`src/rtl/door_alarm_pkg.sv`:
```
// Shared definitions for the door alarm controller: state encoding,
// default timing parameters and the Moore output decode.
package door_alarm_pkg;

  typedef enum logic [2:0] {
    ST_DISARMED = 3'd0,
    ST_ARMED    = 3'd1,
    ST_ENTRY    = 3'd2,
    ST_SIREN    = 3'd3,
    ST_SILENCED = 3'd4
  } state_e;

  localparam int DEFAULT_ENTRY_DELAY = 4;
  localparam int DEFAULT_SIREN_TIME  = 6;
  localparam int DEFAULT_CNT_W       = 8;

  // Output bundle packed as {armed, pending, siren, alarm_latched}.
  function automatic logic [3:0] decode_outputs(input state_e st);
    logic [3:0] outs;
    case (st)
      ST_DISARMED: outs = 4'b0000;
      ST_ARMED:    outs = 4'b1000;
      ST_ENTRY:    outs = 4'b1100;
      ST_SIREN:    outs = 4'b1011;
      ST_SILENCED: outs = 4'b1001;
      default:     outs = 4'b0000;
    endcase
    return outs;
  endfunction

endpackage

```
`src/rtl/alarm_countdown.sv`:
```
// Loadable down-counter shared by the entry delay and the siren timer.
// Saturates at zero so an enabled count never wraps.
module alarm_countdown #(
  parameter int CNT_W = 8
) (
  input  logic             clk,
  input  logic             reset,
  input  logic             load,
  input  logic [CNT_W-1:0] load_value,
  input  logic             enable,
  output logic             zero
);

  logic [CNT_W-1:0] cnt_q;
  logic [CNT_W-1:0] cnt_d;

  // Next count: load wins, otherwise decrement while enabled and non-zero.
  always_comb begin
    cnt_d = cnt_q;
    if (load) begin
      cnt_d = load_value;
    end else if (enable && (cnt_q != {CNT_W{1'b0}})) begin
      cnt_d = cnt_q - {{(CNT_W-1){1'b0}}, 1'b1};
    end else begin
      cnt_d = cnt_q;
    end
  end

  // Count register with synchronous reset.
  always_ff @(posedge clk) begin
    if (reset) begin
      cnt_q <= {CNT_W{1'b0}};
    end else begin
      cnt_q <= cnt_d;
    end
  end

  assign zero = (cnt_q == {CNT_W{1'b0}});

endmodule

```
`src/rtl/door_alarm_controller.sv`:
```
// Arm/disarm security layer over the raw door alarm: entry delay on a
// door opening, a bounded siren pulse, and a latched event flag that is
// held until disarm. All outputs are registered decodes of the next state.
module door_alarm_controller
  import door_alarm_pkg::*;
#(
  parameter int ENTRY_DELAY = DEFAULT_ENTRY_DELAY,
  parameter int SIREN_TIME  = DEFAULT_SIREN_TIME,
  parameter int CNT_W       = DEFAULT_CNT_W
) (
  input  logic clk,
  input  logic reset,
  input  logic door_alarm,
  input  logic arm,
  input  logic disarm,
  output logic armed,
  output logic pending,
  output logic siren,
  output logic alarm_latched
);

  localparam logic [CNT_W-1:0] ENTRY_LOAD = CNT_W'(ENTRY_DELAY - 1);
  localparam logic [CNT_W-1:0] SIREN_LOAD = CNT_W'(SIREN_TIME - 1);

  state_e           state_q;
  state_e           state_d;
  logic             door_prev_q;
  logic [3:0]       outs_q;
  logic [3:0]       outs_d;
  logic             trig_s;
  logic             cnt_load_s;
  logic [CNT_W-1:0] cnt_load_value_s;
  logic             cnt_enable_s;
  logic             cnt_zero_s;

  alarm_countdown #(
    .CNT_W (CNT_W)
  ) u_countdown (
    .clk        (clk),
    .reset      (reset),
    .load       (cnt_load_s),
    .load_value (cnt_load_value_s),
    .enable     (cnt_enable_s),
    .zero       (cnt_zero_s)
  );

  // Next-state and counter control; disarm > expiry > trigger > arm.
  always_comb begin
    trig_s           = door_alarm & ~door_prev_q;
    state_d          = state_q;
    cnt_load_s       = 1'b0;
    cnt_load_value_s = {CNT_W{1'b0}};
    cnt_enable_s     = 1'b0;
    case (state_q)
      ST_DISARMED: begin
        // Arming with the door already open is refused.
        if (arm && !disarm && !door_alarm) begin
          state_d = ST_ARMED;
        end else begin
          state_d = ST_DISARMED;
        end
      end
      ST_ARMED: begin
        if (disarm) begin
          state_d = ST_DISARMED;
        end else if (trig_s) begin
          state_d          = ST_ENTRY;
          cnt_load_s       = 1'b1;
          cnt_load_value_s = ENTRY_LOAD;
        end else begin
          state_d = ST_ARMED;
        end
      end
      ST_ENTRY: begin
        if (disarm) begin
          state_d = ST_DISARMED;
        end else if (cnt_zero_s) begin
          state_d          = ST_SIREN;
          cnt_load_s       = 1'b1;
          cnt_load_value_s = SIREN_LOAD;
        end else begin
          cnt_enable_s = 1'b1;
        end
      end
      ST_SIREN: begin
        // A fresh trigger here does not extend the siren.
        if (disarm) begin
          state_d = ST_DISARMED;
        end else if (cnt_zero_s) begin
          state_d = ST_SILENCED;
        end else begin
          cnt_enable_s = 1'b1;
        end
      end
      ST_SILENCED: begin
        // Re-trigger goes straight to the siren without a second delay.
        if (disarm) begin
          state_d = ST_DISARMED;
        end else if (trig_s) begin
          state_d          = ST_SIREN;
          cnt_load_s       = 1'b1;
          cnt_load_value_s = SIREN_LOAD;
        end else begin
          state_d = ST_SILENCED;
        end
      end
      default: begin
        state_d = ST_DISARMED;
      end
    endcase
    outs_d = decode_outputs(state_d);
  end

  // State, door edge history and registered output decode.
  always_ff @(posedge clk) begin
    if (reset) begin
      state_q     <= ST_DISARMED;
      door_prev_q <= 1'b0;
      outs_q      <= 4'b0000;
    end else begin
      state_q     <= state_d;
      door_prev_q <= door_alarm;
      outs_q      <= outs_d;
    end
  end

  assign armed         = outs_q[3];
  assign pending       = outs_q[2];
  assign siren         = outs_q[1];
  assign alarm_latched = outs_q[0];

endmodule

```
`config.mk`:
```
export PLATFORM = sky130hd
export DESIGN_NAME = door_alarm_controller
export DESIGN_NICKNAME = d
export VERILOG_FILES = /design/src/rtl/door_alarm_pkg.sv /design/src/rtl/alarm_countdown.sv /design/src/rtl/door_alarm_controller.sv
export SDC_FILE = /design/constraint.sdc
export NUM_CORES = 1
export LEC_CHECK = 0
export CAP_MARGIN = 20
export CORE_UTILIZATION = 45
export CTS_BUF_LIST = sky130_fd_sc_hd__clkbuf_16
export CTS_CLUSTER_SIZE = 40
export DETAILED_ROUTE_END_ITERATION = 10
export PLACE_DENSITY = 0.63
export SYNTH_ARGS = -nofsm -noshare
export SYNTH_HDL_FRONTEND = slang
export SYNTH_SLANG_ARGS = --single-unit
```
`constraint.sdc`:
```
create_clock -name clk -period 3.6 [get_ports clk]
set_input_delay 0.72 -clock clk [delete_from_list [all_inputs] [get_ports clk]]
set_output_delay 0.72 -clock clk [all_outputs]
set_load 0.02 [all_outputs]
```
==> qor.yml, run 1 <==
outcome:
  status: "complete, no violations"
floorplanning:
  rows: 14
  dieArea_um2: 1890
  start_util_pct: 49.5
  ioPinCount: 9
  die_y_um: 43.4
  coreArea_um2: 1560
  die_w_um: 43.4
sta:
  final_hold_viol_count: 0
  rsz0062_at_grt: "false"
  finalSetupViolCount: 0
  slew_headroom_pct: 69.9
  finalCritPeriodShare_pct: 63.8
  worstMarginPinSlew_ns: 0.447
  fin_ws_ns: 1.30
  setup_tns_ns: 0
  min_period_ns: 2.30
  fmax_mhz: 435
  drv_slew: 0
  whs_ns: 0.505
  fin_skew_ns: 0.00140
clock_network:
  clock_latency_ns: 0.24
  ctsHoldBuffers: 0
  cts_buffer_depth: 2
  cts_setup_buffers: 0
  clkSinkCount: 16
  ctsHtreeMaxLevel: 1
  cts_made_buffers: 3
  clk_pin_slew_ns: 0.05
  cts_tree: "yes"
  clockRootBuffer: "clkbuf_16"
  cts_resized: 0
finish:
  n_antenna_cell: 0
  instances_no_fill: 111
  layout_commonest_cell: "dfxtp_1"
  fillers: 135
  seq_area_um2: 320
  fin_util_pct: 60.7
  syn_to_final_growth_pct: 22.5
  fin_nets: 103
  multiInputGateArea_um2: 428
  final_cell_mix: "dfxtp_1, nor2_1, clkdlybuf4s50_1, inv_1"
  drive_gt1_share_pct: 9.47
routing:
  drt_iter0_drc: 24
  wl_per_cell_um: 14.5
  vias: 626
  drtAntennaViolNets: 0
  route.detailed.drc: 0
  drt_pre_antenna_iters: 4
  wl_mm: 1.61
  via_per_inst: 5.64
yosys:
  synth_area_um2: 772
  synth-warning-count: 0
  synthesis.instances: 84
  avgSynthCellArea_um2: 9.19
  seq_area_frac_synth_pct: 41.5
  syn_nets: 91
  ys_types: 31
  synth_seq_cells: 16
worst_setup_path:
  crit_path_start_kind: "input pin"
  cp_data_arrival_time_ns: 2.43
  timing.rr.start: "u_countdown.cnt_q[0]"
  critPathLaunch: "disarm"
  reg2reg_to: "outs_q[3]"
  required_ns: 3.73
  worstSetupPathType: "input pin to flop"
  endpoint_kind: "flop"
  crit_path_max_fanout: 5
  ff2ff_setup_slack_ns: 1.66
  worst_r2r_path_depth: 6
global_routing:
  grt_antenna_before_repair: 0
  grt_pass1_wl_mm: 2.59
  grt_usage_pct: 18.6
  grt_pass1_vias: 593
  grt_max_degree: 10
  grt.overflow.total: 0
placement:
  port_buffers: 8
  globalplace.congestion: 0.738
  dp_cells: 107
  pre_cts_ws_ns: 1.05
  hpwl_mm: 1.15
pwr:
  p_sw_mw: 0.0846
  p_leak_nw: 0.359
  p_comb_share_pct: 6.0
  clockPowerShare_pct: 50.9
  vdd_drop_max_v: 0.000269
  p_seq_share_pct: 43.1
  p_int_mw: 0.339
  switching_share_pct: 20.0
  power.density_nw_per_um2: 448
worst_hold_path:
  hold_end: "u_countdown.cnt_q[1]"
  min_from: "u_countdown.cnt_q[1]"
  holdPathStages: 2
  hp-class: "flop to flop"
flow_run:
  cap_violations: 0
[power groups by stage]
stage / Sequential (mW) / Combinational (mW) / Clock, mW
4_1_cts: 0.183 / 0.0255 / 0.218
3_3_place_gp: 0.186 / 0.0253 / 0
6_report: 0.183 / 0.0256 / 0.216
2_1_floorplan: 0.186 / 0.0152 / 0
3_5_place_dp: 0.186 / 0.0251 / 0
5_1_grt: 0.183 / 0.0280 / 0.229
[stage by stage]
step | power, mW | instance area (um2)
after floorplan | 0.201 | 772
after global placement | 0.211 | 867
after detailed placement | 0.211 | 867
after CTS | 0.427 | 946
after global routing | 0.440 | 946
final | 0.424 | 946
[logic make-up (layout without fill, tap and decap cells)]
kind of cell | count (synthesis) | after routing | share of synthesized area, %
DFF | 16 | 16 | 41.5
xor gates and xnor gates | 6 | 6 | 6.81
adders and majority gates | 2 | 2 | 3.24
buffers and inverters | 6 | 17 | 3.08
and+or+nand+nor | 38 | 38 | 26.7
AOI/OAI and AO/OA | 16 | 16 | 18.6
[worst max-delay path: stages]
cell,delay (ns)
clkdlybuf4s50_1,0.44
or3b_4,0.45
a31o_4,0.25
a2111oi_4,0.35
xnor2_1,0.17
nor2_2,0.04
[flip-flops by register name, indices dropped and copies added (netlist names)]
| register | count |
|---|---|
| u_countdown.cnt_q | 8 |
| state_q | 3 |
| door_prev_q | 1 |
| outs_q | 4 |
[synthesized netlist by cell type (all sizes together)]
cell type,count,area [um2]
a2111oi,1,27.5
a211oi,2,20.0
a21oi,4,20.0
a31o,1,17.5
a31oi,1,6.26
a41oi,1,8.76
and2,2,12.5
buf,1,5.00
dfxtp,16,320
ha,2,25.0
inv,5,18.8
nand2,4,15.0
nand2b,3,18.8
nand3,4,20.0
nand3b,3,22.5
nand4b,1,8.76
nor2,14,55.1
nor2b,2,12.5
nor3,2,10.0
nor3b,1,7.51
nor4,1,12.5
o211a,1,10.0
o211ai,1,7.51
o21ai,2,10.0
o21bai,1,7.51
o2bb2ai,1,8.76
or3b,1,11.3
xnor2,2,17.5
xor2,4,35.0
[routing by layer]
metal / global-route usage (%) / part of all wire (%)
met5: 0 / 0
met3: 4.58 / 5.7
met1: 24.9 / 49
met4: 6.25 / 0.87
met2: 29.4 / 45
[layout make-up]
type                       instances  area share (%)
inverter                           5            1.98
sequential                        16            33.9
multi-input combinational         62            45.2
timing repair buffer               8            8.47
clock buffer                       3            7.94
tap                               16            2.12
clock inverter                     1           0.397
[worst max path at each step]
| stage | end | slack, ns | cells past startpoint |
|---|---|---|---|
| 6_report | u_countdown.cnt_q[7] | 1.30 | 6 |
| 3_3_place_gp | u_countdown.cnt_q[7] | 1.09 | 6 |
| 2_1_floorplan | u_countdown.cnt_q[7] | 1.59 | 5 |
| 5_1_grt | u_countdown.cnt_q[6] | 1.24 | 6 |
| 4_1_cts | u_countdown.cnt_q[7] | 1.30 | 6 |
| 3_5_place_dp | u_countdown.cnt_q[7] | 1.05 | 6 |
Note: power is estimated with default switching activity, not from simulation.
==> run 2: changes to the inputs <==
Settings changed: PLACE_DENSITY 0.63 to 0.66.
Clock period 3.6 ns to 2.1 ns, I/O delays scaled along.
==> run 2 against run 1 <==
The flow now finishes with violations (design-rule violations). Critical path depth unchanged. Cell area up 4.5%. Via count down 0.96%. Sequential power up 72%. Clock skew up 0.00097 ns. Sequential cell count unchanged. Core utilization up 2.7 points. Non-clock buffer count up 5. Routed wire length down 3.9%. First-iteration DRC count down 17%. Hold slack worse by 0.0021 ns. Register-to-register slack worse by 1.4 ns. Largest cell class unchanged. Highest routed layer unchanged.
==> qor.yml, run 2 (same netlist as run 1, synthesis figures left out) <==
outcome:
  status: "finished, violations left"
  failed_checks: "design-rule violations"
sta:
  setup_tns_ns: 0  # unchanged
  final_hold_viol_count: 0  # unchanged
  fmax_mhz: 522
  finalSetupViolCount: 0  # unchanged
  finalCritPeriodShare_pct: 91.3
  fin_skew_ns: 0.00236  # +0.000968 ns
  rsz0062_at_grt: "false"
  worstMarginPinSlew_ns: 0.458  # +0.0110 ns
  drv_slew: 0  # unchanged
  min_period_ns: 1.92
  slew_headroom_pct: 69.2  # -0.74 points
worst_setup_path:
  worst-path-buf-inv: 1  # unchanged
  cp_cell_sequence: "clkdlybuf4s50_1 > or3b_4 > a31o_4 > a2111oi_4 > xnor2_1 > nor2_2"
  crit_path_start_kind: "input pin"
  critical-path-top-delay-family: "compound AO/OA/AOI/OAI gates"
  crit_path_max_fanout: 2  # -3
  endpoint_kind: "flop"
  critical-path-max-stage-delay_ns: 0.42  # -0.03 ns
  worst_r2r_path_depth: 7  # +1
  reg2reg_to: "outs_q[3]"
  ff2ff_setup_slack_ns: 0.24  # -1.42 ns
  worstSetupPathType: "input pin to flop"
  slowest_stage: "clkdlybuf4s50_1"
  timing.rr.start: "u_countdown.cnt_q[0]"
  cp_data_arrival_time_ns: 2.05  # -0.38 ns
  critical_path_depth: 6  # unchanged
  required_ns: 2.24  # -1.49 ns
routing:
  vias: 620  # -0.96%
  drt_pre_antenna_iters: 7  # +3
  drt_iter0_drc: 20  # -17%
  wl_met3_um: 58  # -37%
  drtAntennaViolNets: 0  # unchanged
  m1WireLength_um: 725  # -7.8%
  dr_wl_met2_um: 747  # +3.8%
  top_layer: "met4"
  via_per_inst: 5.34  # -5.2%
  wl_per_cell_um: 13.4  # -8.0%
  wl_mm: 1.55  # -3.9%
  route.detailed.drc: 4  # +4
global_routing:
  grt_usage_pct: 20.1  # +1.5 points
  grt_pass1_vias: 631  # +6.4%
  grt_max_degree: 10  # unchanged
  grt_pass1_wl_mm: 2.70  # +4.5%
  grt.overflow.total: 0  # unchanged
  grt_antenna_before_repair: 0  # unchanged
flow_run:
  cap_violations: 0  # unchanged
finish:
  final_cell_mix: "dfxtp_1, nor2_1, clkdlybuf4s50_1, inv_1, buf_4"
  largest_reg_flops: 8  # unchanged
  layout_commonest_cell: "dfxtp_1"
  fin_nets: 108  # +4.9%
  drive_gt1_share_pct: 15.0  # +5.5 points
  stdcell_area_um2: 988  # +4.5%
  fillers: 135  # unchanged
  syn_to_final_growth_pct: 28.0
  instances_no_fill: 116  # +4.5%
  multiInputGateArea_um2: 433  # +1.2%
  seq_area_um2: 320  # unchanged
  n_antenna_cell: 0  # unchanged
  largest_registers: "u_countdown.cnt_q: 8 flops, outs_q: 4 flops, state_q: 3 flops"
  regMostFlops: "u_countdown.cnt_q"
worst_hold_path:
  min_from: "u_countdown.cnt_q[0]"
  hp-class: "flop to flop"
  hold_end: "u_countdown.cnt_q[0]"
  holdPathStages: 1  # -1
clock_network:
  clock_latency_ns: 0.24  # about the same
  cts_buffer_depth: 2  # unchanged
  cts_tree: "yes"
  clk_pin_slew_ns: 0.05  # about the same
  cts_made_buffers: 3  # unchanged
  ctsHtreeMaxLevel: 1  # unchanged
  clockRootBuffer: "clkbuf_16"
  clkSinkCount: 16  # unchanged
floorplanning:
  ioPinCount: 9  # unchanged
  coreArea_um2: 1560  # unchanged
  die_w_um: 43.4  # unchanged
  rows: 14  # unchanged
  die_y_um: 43.4  # unchanged
  start_util_pct: 49.5  # unchanged
  dieArea_um2: 1890  # unchanged
placement:
  globalplace.congestion: 0.822  # +11%
  port_buffers: 8  # unchanged
  placed_area_um2: 905  # +4.3%
  hpwl_mm: 1.07  # -7.5%
  dp_cells: 112  # +4.7%
pwr:
  vdd_drop_max_v: 0.000629  # +130%
  p_leak_nw: 0.386  # +7.4%
  p_total_mw: 0.725  # +71%
  power.density_nw_per_um2: 734  # +64%
run 2: cell types whose count changed in the layout (fill, tap and decap cells not counted), sizes merged:
cell and delta:
buf +5
run 2: per-layer routing:
metal,vias up,GRT usage (%)
met3,2,6.25
met2,9,31.8
met4,0,11.3
li1,325,-
met1,284,24.2
met5,-,0
run 2: how the worst max path moves through the flow:
stage,startpoint,to,slack [ns]
after floorplan,disarm,u_countdown.cnt_q[7],0.39
final,disarm,u_countdown.cnt_q[7],0.18
after CTS,disarm,u_countdown.cnt_q[7],0.19
after global routing,u_countdown.cnt_q[0],outs_q[3],0.07
after global placement,disarm,u_countdown.cnt_q[7],-0.05
after detailed placement,disarm,u_countdown.cnt_q[7],-0.07
run 2: stage by stage:
stage / setup WS, ns / util (%) / hold slack (ns)
2_1_floorplan: 0.386 / - / 0.455
3_3_place_gp: -0.0513 / 58.0 / 0.479
3_5_place_dp: -0.0701 / 58.0 / 0.484
4_1_cts: 0.186 / 63.1 / 0.493
5_1_grt: 0.0690 / 63.4 / 0.546
6_report: 0.183 / 63.4 / 0.503
run 2: repair_timing:
item	in CTS	in global routing
hold buffers	0	0
endpoints found under the setup margin	0	1
setup buffers	0	0
endpoints found under the hold margin	0	0
gates resized for setup	0	1
run 2: layout make-up:
type                    instances  area share [%]
clock inverters                 1           0.380
clock buffers                   3            7.59
repair buffers                 13            11.9
multi-input cells              62            43.8
well taps                      16            2.03
inverters                       5            1.90
flip-flops and latches         16            32.4
run 2: worst register-to-register path, stage by stage, from the launching register on:
cell and delay, ns:
dfxtp_1 0.36, inv_1 0.08, ha_1 0.20, nor3b_2 0.17, and2_1 0.21, o2bb2ai_1 0.19
a211oi_2 0.33, a41oi_1 0.17
run 2: power by group:
part           switching, mW  internal [mW]
registers            0.00460          0.309
clock network          0.114          0.252
logic                 0.0234         0.0223
total                  0.142          0.583
==> run 3: changes to the inputs <==
Settings changed: HOLD_SLACK_MARGIN set to 0.02, MAX_ROUTING_LAYER set to met4, PLACE_DENSITY 0.66 to 0.69.
==> run 3 against run 2 <==
Routed wire length unchanged. Clock power about the same. Largest cell class unchanged. Via count increased by 3.4%. Non-clock buffer count increased by 1. Final cell count increased by 0.86%. First-iteration DRC count decreased by 30%. The run now ends clean. Power increased by 0.52%.
==> qor.yml, run 3 (same netlist as run 1, synthesis figures left out) <==
floorplanning:
  coreArea_um2: 1560  # unchanged
  rows: 14  # unchanged
  die_y_um: 43.4  # unchanged
  dieArea_um2: 1890  # unchanged
  ioPinCount: 9  # unchanged
  start_util_pct: 49.5  # unchanged
  die_w_um: 43.4  # unchanged
routing:
  vias: 641  # +3.4%
  wl_mm: 1.55  # unchanged
  wl_per_cell_um: 13.3  # -0.85%
  route.detailed.drc: 0  # -4
  drt_iter0_drc: 14  # -30%
  drtAntennaViolNets: 0  # unchanged
  drt_pre_antenna_iters: 4  # -3
  via_per_inst: 5.48  # +2.5%
global_routing:
  grt.overflow.total: 0  # unchanged
  grt_max_degree: 10  # unchanged
  grt_pass1_vias: 623  # -1.3%
  use_met2_pct: 34.5  # +2.7 points
  grt_pass1_wl_mm: 2.66  # -1.8%
  use_met3_pct: 7.50  # +1.2 points
  grt_usage_pct: 20.1  # +0.056 points
  busiest_layer: "met2"
  met1_usage_pct: 21.7  # -2.5 points
  grt_antenna_before_repair: 0  # unchanged
worst_setup_path:
  endpoint_kind: "flop"
  crit_path_max_fanout: 5  # +3
  worst-path-buf-inv: 2  # +1
  crit_path_start_kind: "input pin"
  worstSetupPathType: "input pin to flop"
  slowest_stage: "clkdlybuf4s50_1"
  required_ns: 2.26  # +0.02 ns
  cp_cell_sequence: "clkdlybuf4s50_1 > or3b_4 > buf_4 > nor2_1 > o2bb2ai_1 > a211oi_2 > a41oi_1"
  cp_data_arrival_time_ns: 2.08  # +0.03 ns
  critical-path-top-delay-family: "buffers and inverters"
  critical-path-max-stage-delay_ns: 0.42  # about the same
finish:
  syn_to_final_growth_pct: 29.0
  fillers: 133  # -1.5%
  stdcell_area_um2: 996  # +0.76%
  final_cell_mix: "dfxtp_1, nor2_1, clkdlybuf4s50_1, buf_4, inv_1"
  drive_gt1_share_pct: 15.8  # +0.84 points
  seq_area_um2: 320  # unchanged
  n_antenna_cell: 0  # unchanged
  fin_nets: 109  # +0.93%
  regMostFlops: "u_countdown.cnt_q"
  multiInputGateArea_um2: 433  # unchanged
  largest_reg_flops: 8  # unchanged
  largest_registers: "u_countdown.cnt_q: 8 flops, outs_q: 4 flops, state_q: 3 flops"
  layout_commonest_cell: "dfxtp_1"
clock_network:
  clk_pin_slew_ns: 0.05  # about the same
  cts_setup_buffers: 0  # unchanged
  clkSinkCount: 16  # unchanged
  cts_tree: "yes"
  clockRootBuffer: "clkbuf_16"
  clock_latency_ns: 0.24  # about the same
  ctsHtreeMaxLevel: 1  # unchanged
  ctsHoldBuffers: 0  # unchanged
  cts_made_buffers: 3  # unchanged
  cts_buffer_depth: 2  # unchanged
placement:
  port_buffers: 8  # unchanged
  globalplace.congestion: 0.812  # -1.2%
  hpwl_mm: 1.12  # +4.8%
  placed_area_um2: 912  # +0.83%
sta:
  fin_skew_ns: 0.00133  # -0.00104 ns
  rsz0062_at_grt: "false"
  fmax_mhz: 520  # -0.40%
  slew_headroom_pct: 69.4  # +0.16 points
  final_hold_viol_count: 0  # unchanged
  min_period_ns: 1.92  # +0.00770 ns
  finalCritPeriodShare_pct: 91.6  # +0.37 points
  worstMarginPinSlew_ns: 0.456  # -0.00232 ns
  drv_slew: 0  # unchanged
  finalSetupViolCount: 0  # unchanged
pwr:
  p_total_mw: 0.729  # +0.52%
  p_leak_nw: 0.392  # +1.6%
  power.density_nw_per_um2: 732  # -0.23%
  p_sw_mw: 0.144  # +1.8%
  p_int_mw: 0.585  # +0.22%
  p_seq_share_pct: 43.0  # -0.2 points
  clockPowerShare_pct: 50.6  # about the same
  p_comb_share_pct: 6.4  # about the same
  vdd_drop_max_v: 0.000518  # -18%
  switching_share_pct: 19.8  # +0.24 points
worst_hold_path:
  hp-class: "flop to flop"
outcome:
  status: "complete, no violations"
flow_run:
  cap_violations: 0  # unchanged
==> run 3: changes by cell type in the layout (fill, tap and decap cells not counted), sizes merged <==
cell	delta
buf	+1
==> run 3: power groups by stage <==
stage	Combinational [mW]	Sequential, mW	Clock [mW]
finish	0.0465	0.314	0.369
global route	0.0513	0.314	0.396
CTS	0.0464	0.313	0.377
detailed placement	0.0457	0.319	0
global placement	0.0456	0.319	0
floorplan	0.0261	0.318	0
==> run 3: worst register-to-register path, cell delays in order, from the launching register on <==
cell       delay, ns
dfxtp_1         0.36
inv_1           0.07
ha_1            0.20
nor3b_2         0.18
and2_1          0.21
o2bb2ai_1       0.19
a211oi_2        0.33
a41oi_1         0.19
==> run 3: worst paths after layout <==
| check | start | endpoint | slack [ns] | cells after the start |
|---|---|---|---|---|
| worst max-delay path | disarm | outs_q[3] | 0.18 | 7 |
| worst min-delay path | u_countdown.cnt_q[0] | u_countdown.cnt_q[0] | 0.49 | 1 |
| worst max register to register | u_countdown.cnt_q[0] | outs_q[3] | 0.22 | 7 |
| worst min register to register | u_countdown.cnt_q[0] | u_countdown.cnt_q[0] | 0.49 | 1 |
==> run 3: repair_timing <==
action / 4_1_cts / 5_1_grt
hold endpoints to repair: 0 / 0
setup endpoints to repair: 0 / 1
resized for setup: 0 / 1
==> run 3: final cells by class <==
| cell class | count | share of cell area, % |
|---|---|---|
| Sequential cell | 16 | 32.2 |
| Tap cell | 16 | 2.01 |
| Timing Repair Buffer | 14 | 12.6 |
| Inverter | 5 | 1.88 |
| Clock buffer | 3 | 7.54 |
| Clock inverter | 1 | 0.377 |
| Multi-Input combinational cell | 62 | 43.5 |
==> run 3: per-layer routing <==
| metal | routed length, um | vias to the layer above | part of all wire [%] |
|---|---|---|---|
| met1 | 676 | 302 | 44 |
| met2 | 813 | 13 | 52 |
| met3 | 61 | 0 | 3.9 |
| li1 | - | 326 | - |
| met5 | 0 | - | 0 |
| met4 | 0 | 0 | 0 |
==> run 3: metrics by stage <==
stage               hold slack, ns  cells  utilization (%)  TNS [ns]  setup WS (ns)
floorplan                    0.455     84                -         0          0.386
global placement             0.476    113             58.5    -0.267        -0.0518
detailed placement           0.486    113             58.5    -0.279        -0.0753
CTS                          0.495    117             63.6         0         0.0567
global route                 0.523    117             63.9         0         0.0974
finish                       0.489    117             63.9         0          0.176
